**config.mk**
```make
export PLATFORM = sky130hd
export DESIGN_NAME = result_uart_tx_flat
export DESIGN_NICKNAME = d
export VERILOG_FILES = /design/src/rtl/result_uart_tx_if.sv /design/src/rtl/result_uart_tx.sv /design/src/flat_wrapper.sv
export SDC_FILE = /design/constraint.sdc
export NUM_CORES = 1
export LEC_CHECK = 0
export BUFFER_PORTS_ARGS = -buffer_cell sky130_fd_sc_hd__buf_2
export CORE_ASPECT_RATIO = 1.75
export CORE_MARGIN = 2
export CORE_UTILIZATION = 50
export CTS_CLUSTER_DIAMETER = 80
export DETAILED_ROUTE_END_ITERATION = 12
export GPL_ROUTABILITY_DRIVEN = 0
export PLACE_DENSITY = 0.66
export SYNTH_ARGS = -nofsm -noshare
export SYNTH_HDL_FRONTEND = slang
export SYNTH_SLANG_ARGS = --single-unit
export TNS_END_PERCENT = 1
```
**constraint.sdc**
```tcl
create_clock -name hwclk -period 3.1 [get_ports hwclk]
set_clock_uncertainty 0.1 [all_clocks]
set_input_delay 0.155 -clock hwclk [delete_from_list [all_inputs] [get_ports hwclk]]
set_output_delay 0.155 -clock hwclk [all_outputs]
set_load 0.02 [all_outputs]
```
**src/rtl/result_uart_tx_if.sv**
```systemverilog
// Result-to-UART bundle: calculator result handshake on one side, byte-wide UART write port on the other.
// The slave modport is the formatter; the master modport is whatever feeds results and models the UART.
interface result_uart_tx_if;
    logic       result_ready;
    logic [8:0] result;
    logic       sign;
    logic       txready;
    logic [7:0] txdata;
    logic       txclk;
    logic       busy;
    logic       overrun;

    modport master (
        output result_ready, result, sign, txready,
        input  txdata, txclk, busy, overrun
    );

    modport slave (
        input  result_ready, result, sign, txready,
        output txdata, txclk, busy, overrun
    );
endinterface

```
**src/rtl/result_uart_tx.sv**
```systemverilog
// Captures a signed 9-bit calculator result, converts it to decimal ASCII with a sequential
// double-dabble and streams the bytes to the UART with one txclk strobe per byte.
module result_uart_tx #(
    parameter int SEND_CRLF     = 1,
    parameter int ZERO_SUPPRESS = 1
) (
    input  logic             hwclk,
    input  logic             reset,
    result_uart_tx_if.slave  bus
);
    localparam logic [2:0] ST_IDLE     = 3'd0;
    localparam logic [2:0] ST_CONV     = 3'd1;
    localparam logic [2:0] ST_LOAD     = 3'd2;
    localparam logic [2:0] ST_SEND     = 3'd3;
    localparam logic [2:0] ST_WAIT_ACK = 3'd4;

    localparam int MAX_BYTES = 6;

    logic [2:0]  state_reg;
    logic [8:0]  shift_reg;
    logic        sign_reg;
    logic [11:0] bcd_reg;
    logic [11:0] bcd_adj;
    logic [3:0]  bit_cnt_reg;
    logic [7:0]  byte_mem_reg [MAX_BYTES];
    logic [2:0]  byte_cnt_reg;
    logic [2:0]  ptr_reg;
    logic [7:0]  txdata_reg;
    logic        txclk_reg;
    logic        busy_reg;
    logic        overrun_reg;

    logic [7:0]  list_next [MAX_BYTES];
    logic [2:0]  cnt_next;
    logic [3:0]  hund;
    logic [3:0]  tens;
    logic [3:0]  units;
    logic        supp_hund;
    logic        supp_tens;

    // Add-3 correction on every BCD nibble ahead of the shift.
    genvar gi;
    generate
        for (gi = 0; gi < 3; gi++) begin : g_adj
            assign bcd_adj[gi*4 +: 4] = (bcd_reg[gi*4 +: 4] >= 4'd5) ?
                                        (bcd_reg[gi*4 +: 4] + 4'd3) : bcd_reg[gi*4 +: 4];
        end
    endgenerate

    assign hund      = bcd_reg[11:8];
    assign tens      = bcd_reg[7:4];
    assign units     = bcd_reg[3:0];
    assign supp_hund = (ZERO_SUPPRESS != 0) && (hund == 4'd0);
    assign supp_tens = supp_hund && (tens == 4'd0);

    // Ordered byte list; a zero magnitude never gets a minus sign.
    always_comb begin
        for (int i = 0; i < MAX_BYTES; i++) begin
            list_next[i] = 8'h00;
        end
        cnt_next = 3'd0;
        if (sign_reg && (bcd_reg != 12'd0)) begin
            list_next[cnt_next] = 8'h2D;
            cnt_next = cnt_next + 3'd1;
        end
        if (!supp_hund) begin
            list_next[cnt_next] = {4'h3, hund};
            cnt_next = cnt_next + 3'd1;
        end
        if (!supp_tens) begin
            list_next[cnt_next] = {4'h3, tens};
            cnt_next = cnt_next + 3'd1;
        end
        list_next[cnt_next] = {4'h3, units};
        cnt_next = cnt_next + 3'd1;
        if (SEND_CRLF != 0) begin
            list_next[cnt_next] = 8'h0D;
            cnt_next = cnt_next + 3'd1;
            list_next[cnt_next] = 8'h0A;
            cnt_next = cnt_next + 3'd1;
        end
    end

    always_ff @(posedge hwclk) begin
        if (reset) begin
            state_reg    <= ST_IDLE;
            shift_reg    <= 9'd0;
            sign_reg     <= 1'b0;
            bcd_reg      <= 12'd0;
            bit_cnt_reg  <= 4'd0;
            byte_cnt_reg <= 3'd0;
            ptr_reg      <= 3'd0;
            txdata_reg   <= 8'h00;
            txclk_reg    <= 1'b0;
            busy_reg     <= 1'b0;
            overrun_reg  <= 1'b0;
            for (int i = 0; i < MAX_BYTES; i++) begin
                byte_mem_reg[i] <= 8'h00;
            end
        end else begin
            txclk_reg <= 1'b0;
            // busy_reg is still high on the final WAIT_ACK->IDLE edge, so a pulse there is dropped.
            overrun_reg <= bus.result_ready && busy_reg;
            case (state_reg)
                ST_IDLE: begin
                    if (bus.result_ready) begin
                        shift_reg   <= bus.result;
                        sign_reg    <= bus.sign;
                        bcd_reg     <= 12'd0;
                        bit_cnt_reg <= 4'd0;
                        busy_reg    <= 1'b1;
                        state_reg   <= ST_CONV;
                    end
                end
                ST_CONV: begin
                    bcd_reg     <= {bcd_adj[10:0], shift_reg[8]};
                    shift_reg   <= {shift_reg[7:0], 1'b0};
                    bit_cnt_reg <= bit_cnt_reg + 4'd1;
                    if (bit_cnt_reg == 4'd8) begin
                        state_reg <= ST_LOAD;
                    end
                end
                ST_LOAD: begin
                    for (int i = 0; i < MAX_BYTES; i++) begin
                        byte_mem_reg[i] <= list_next[i];
                    end
                    byte_cnt_reg <= cnt_next;
                    ptr_reg      <= 3'd0;
                    state_reg    <= ST_SEND;
                end
                ST_SEND: begin
                    if (bus.txready) begin
                        txclk_reg  <= 1'b1;
                        txdata_reg <= byte_mem_reg[ptr_reg];
                        ptr_reg    <= ptr_reg + 3'd1;
                        state_reg  <= ST_WAIT_ACK;
                    end
                end
                ST_WAIT_ACK: begin
                    // A low txready proves the UART saw the strobe before the next byte goes out.
                    if (!bus.txready) begin
                        if (ptr_reg < byte_cnt_reg) begin
                            state_reg <= ST_SEND;
                        end else begin
                            state_reg <= ST_IDLE;
                            busy_reg  <= 1'b0;
                        end
                    end
                end
                default: begin
                    state_reg <= ST_IDLE;
                    busy_reg  <= 1'b0;
                end
            endcase
        end
    end

    assign bus.txdata  = txdata_reg;
    assign bus.txclk   = txclk_reg;
    assign bus.busy    = busy_reg;
    assign bus.overrun = overrun_reg;
endmodule

```
**src/flat_wrapper.sv**
```systemverilog
// flat-port wrapper written by rule: the top's interface ports become plain ports
module result_uart_tx_flat 
#(
    parameter int SEND_CRLF     = 1,
    parameter int ZERO_SUPPRESS = 1
)
  (hwclk, reset, bus_result_ready, bus_result, bus_sign, bus_txready, bus_txdata, bus_txclk, bus_busy, bus_overrun);
  result_uart_tx_if bus_i ();
  input  logic hwclk;
  input  logic reset;
  input wire logic [$bits(bus_i.result_ready)-1:0] bus_result_ready;
  input wire logic [$bits(bus_i.result)-1:0] bus_result;
  input wire logic [$bits(bus_i.sign)-1:0] bus_sign;
  input wire logic [$bits(bus_i.txready)-1:0] bus_txready;
  output wire logic [$bits(bus_i.txdata)-1:0] bus_txdata;
  output wire logic [$bits(bus_i.txclk)-1:0] bus_txclk;
  output wire logic [$bits(bus_i.busy)-1:0] bus_busy;
  output wire logic [$bits(bus_i.overrun)-1:0] bus_overrun;
  assign bus_i.result_ready = bus_result_ready;
  assign bus_i.result = bus_result;
  assign bus_i.sign = bus_sign;
  assign bus_i.txready = bus_txready;
  assign bus_txdata = bus_i.txdata;
  assign bus_txclk = bus_i.txclk;
  assign bus_busy = bus_i.busy;
  assign bus_overrun = bus_i.overrun;
  result_uart_tx #(.SEND_CRLF(SEND_CRLF), .ZERO_SUPPRESS(ZERO_SUPPRESS)) u_core (.hwclk(hwclk), .reset(reset), .bus(bus_i));
endmodule
```
==> summary.txt <==
Slowest CP cell: or3b_4
Slew headroom: 52.4%
Initial Util: 51.6%
Top cells by area, synth: edfxtp_1 (24%), dfxtp_1 (22%), a21oi_1 (5.7%)
Crit. Startpoint: u_core.bcd_reg[9]
H-tree depth: 3
Yosys top cell area share: 23.7%
Flops & latches, synth: 75
Hold Vio Cnt, Final: 0
EDFF count, synth: 31
Primary FF master, synth: dfxtp_1
Critical path peak fanout: 17
CP Launch Type: flip-flop
Die Y: 121 um
CTS tree: yes
DR WL/cell: 17.1 um
Setup TNS Final: 0 ns
Fin crit share: 95.0%
Port bufs: 22
Arrival @ worst endpoint: 3.02 ns
Dpl hpwl: 6.88 mm
Num ports: 25
Most frequent cells in the layout: nand2_1 (50), a21oi_1 (45), dfxtp_1 (44)
Die W: 71.0 um
Post-Syn Instances: 428
Fmax: 340 MHz
Nets: 496
DP Worst Slack: 0.0363 ns
Hold_sp: bus_result[1]
Detailed Route Iter0 Violations: 185
Delay of the slowest critical-path stage: 0.42 ns
Post-DRT Antenna Nets: 0
Sequential area share after synthesis: 46.1%
Final wirelength: 9.61 mm
Final Critical Period: 2.94 ns
Post-synth top area cell: edfxtp_1
Synth Area per Inst: 9.19 sq um
Ys Warns: 0
CTS Buf Count: 9
CTS sink count: 75
Final core occ: 61.1%
Initial antenna violation count: 0
Total number of vias: 3334
Kind of critical path: reg -> reg
Final setup vio count: 0
# DRC: 0
Worst hold-check path type: in -> reg
Critical R2R Launch: u_core.bcd_reg[9]
Final setup margin: 0.156 ns
Global route overflow: 0
Area delta synth->final: 18.3%
CP required: 3.18 ns
First-pass GRT wire length: 15.8 mm
Critical Path Sink Type: flip-flop
Distinct cells, synth: 61
Vias in the first global route: 3260
CTS root buffer: clkbuf_16
Finished Layout Cells: 562
TritonRoute pass-1 iters: 6
Static Leakage: 0.00172 uW
Max FFs per register: 31
Commonest non-fill, non-tap cell in the layout: nand2_1
Worst-Skew Late Latency: 0.34 ns
Dpl cells: 537
Vias per std cell: 5.93
Final Max Slew Viols: 0
Synthesized area: 3930 sq um
Cells along the critical path: inv_1 -> ha_1 -> or3b_4 -> clkinv_8 -> a41o_1 -> ha_1 -> buf_4 -> o21ai_2 -> a21oi_1 -> a311o_1 -> a31oi_1
Layout cell share with drive strength beyond 1: 16.9%
Worst-margin pin slew: 0.714 ns
Power density over cell area: 487 nW/um^2
Total GRT Usage: 23.7%
# Post-CTS Setup Buffers: 0
Die area: 8620 sq um
Core footprint: 7620 sq um
Pin count of the biggest net entering global routing: 42
Row count: 42
Tot Pwr: 2260 uW
Status: complete, no violations
Diodes inserted: 0
Async SR Flop Fraction: 0%
Max-cap violations: 0
Clock Tree Buf Depth: 2
Max VDD drop: 0.364 mV
CP most frequent cell: ha_1
Clk slew on worst S/H paths: 0.06 ns
## final timing paths
check / endpoint / slack [ns] / depth (start not counted)
setup / recovery: u_core.byte_mem_reg[0][0] / 0.16 / 11
hold / removal: u_core.shift_reg[1] / 0.002 / 3
setup reg to reg: u_core.byte_mem_reg[0][0] / 0.16 / 11
hold reg to reg: u_core.bus.txdata[2] / 0.35 / 2
## report_power, final
| group | switching (uW) | internal, uW |
|---|---|---|
| combinational | 65.6 | 42.3 |
| clock | 408 | 677 |
| sequential | 15.8 | 1050 |
| total | 490 | 1770 |
## cell type report
| class | instances | area [sq um] |
|---|---|---|
| Clock buffer | 12 | 258 |
| Inverter | 18 | 80.1 |
| Tap cell | 88 | 110 |
| Multi-Input combinational cell | 306 | 1930 |
| Clock inverter | 4 | 53.8 |
| Fill cell | 635 | 2970 |
| Sequential cell | 75 | 1810 |
| Timing Repair Buffer | 59 | 410 |
## per-layer routing
metal	share of wire, %	up-vias	wire, um	global-route usage (%)
li1	-	1629	-	-
met1	37	1561	3510	24.4
met5	0	-	0	0
met4	5.6	0	536	17.5
met3	3.8	39	361	3.24
met2	54	105	5200	42.6
## metrics by stage
step / hold WS [ns] / cell area [sq um]
floorplan: 0.194 / 3950
global placement: 0.288 / 4230
detailed placement: 0.296 / 4230
CTS: 0.00709 / 4630
global route: 0.0342 / 4650
finish: 0.00234 / 4650
## worst max-delay path: cells and delay by family, from the launching register on
kind | cells | cell delay (ns)
fa+ha+maj | 2 | 0.49
flops | 1 | 0.33
simple gates | 1 | 0.42
buf+inv | 3 | 0.47
compound gates | 5 | 0.95
## synth_stat cells, drive strengths merged (2+ instances only)
cell	number
a32oi	3
nor3	9
a21oi	45
nand2b	7
o21ai	18
buf	9
o311ai	2
a221oi	2
edfxtp	31
clkbuf	24
nand2	50
nor2b	3
nor3b	4
a211oi	3
xnor2	7
o211ai	10
a22oi	18
inv	17
a21boi	2
and3	4
nor2	42
xor2	2
dfxtp	44
nand3	7
mux4	4
o22ai	3
ha	13
mux2i	7
or2	2
a31oi	8
a21o	4
and2	2
or3b	2
## repair_timing
item / CTS / global route
endpoints found under the setup margin: 0 / 11
hold buffers: 9 / 0
hold endpoints to repair: 10 / 0
resized for setup: 0 / 4
## logic make-up (layout without fill, tap and decap cells)
| family | count (synthesis) | in the layout | share of synthesized area, % |
|---|---|---|---|
| DFF | 75 | 75 | 46.1 |
| adders and majority gates | 13 | 13 | 4.14 |
| buffers and inverters | 51 | 93 | 5.85 |
| muxes | 12 | 12 | 4.36 |
| xor gates and xnor gates | 9 | 9 | 2.00 |
| AOI/OAI and AO/OA | 128 | 128 | 21.0 |
| and+or+nand+nor | 139 | 139 | 16.5 |
| other | 1 | 5 | 0.0954 |
Note: power is estimated with default switching activity, not from simulation.
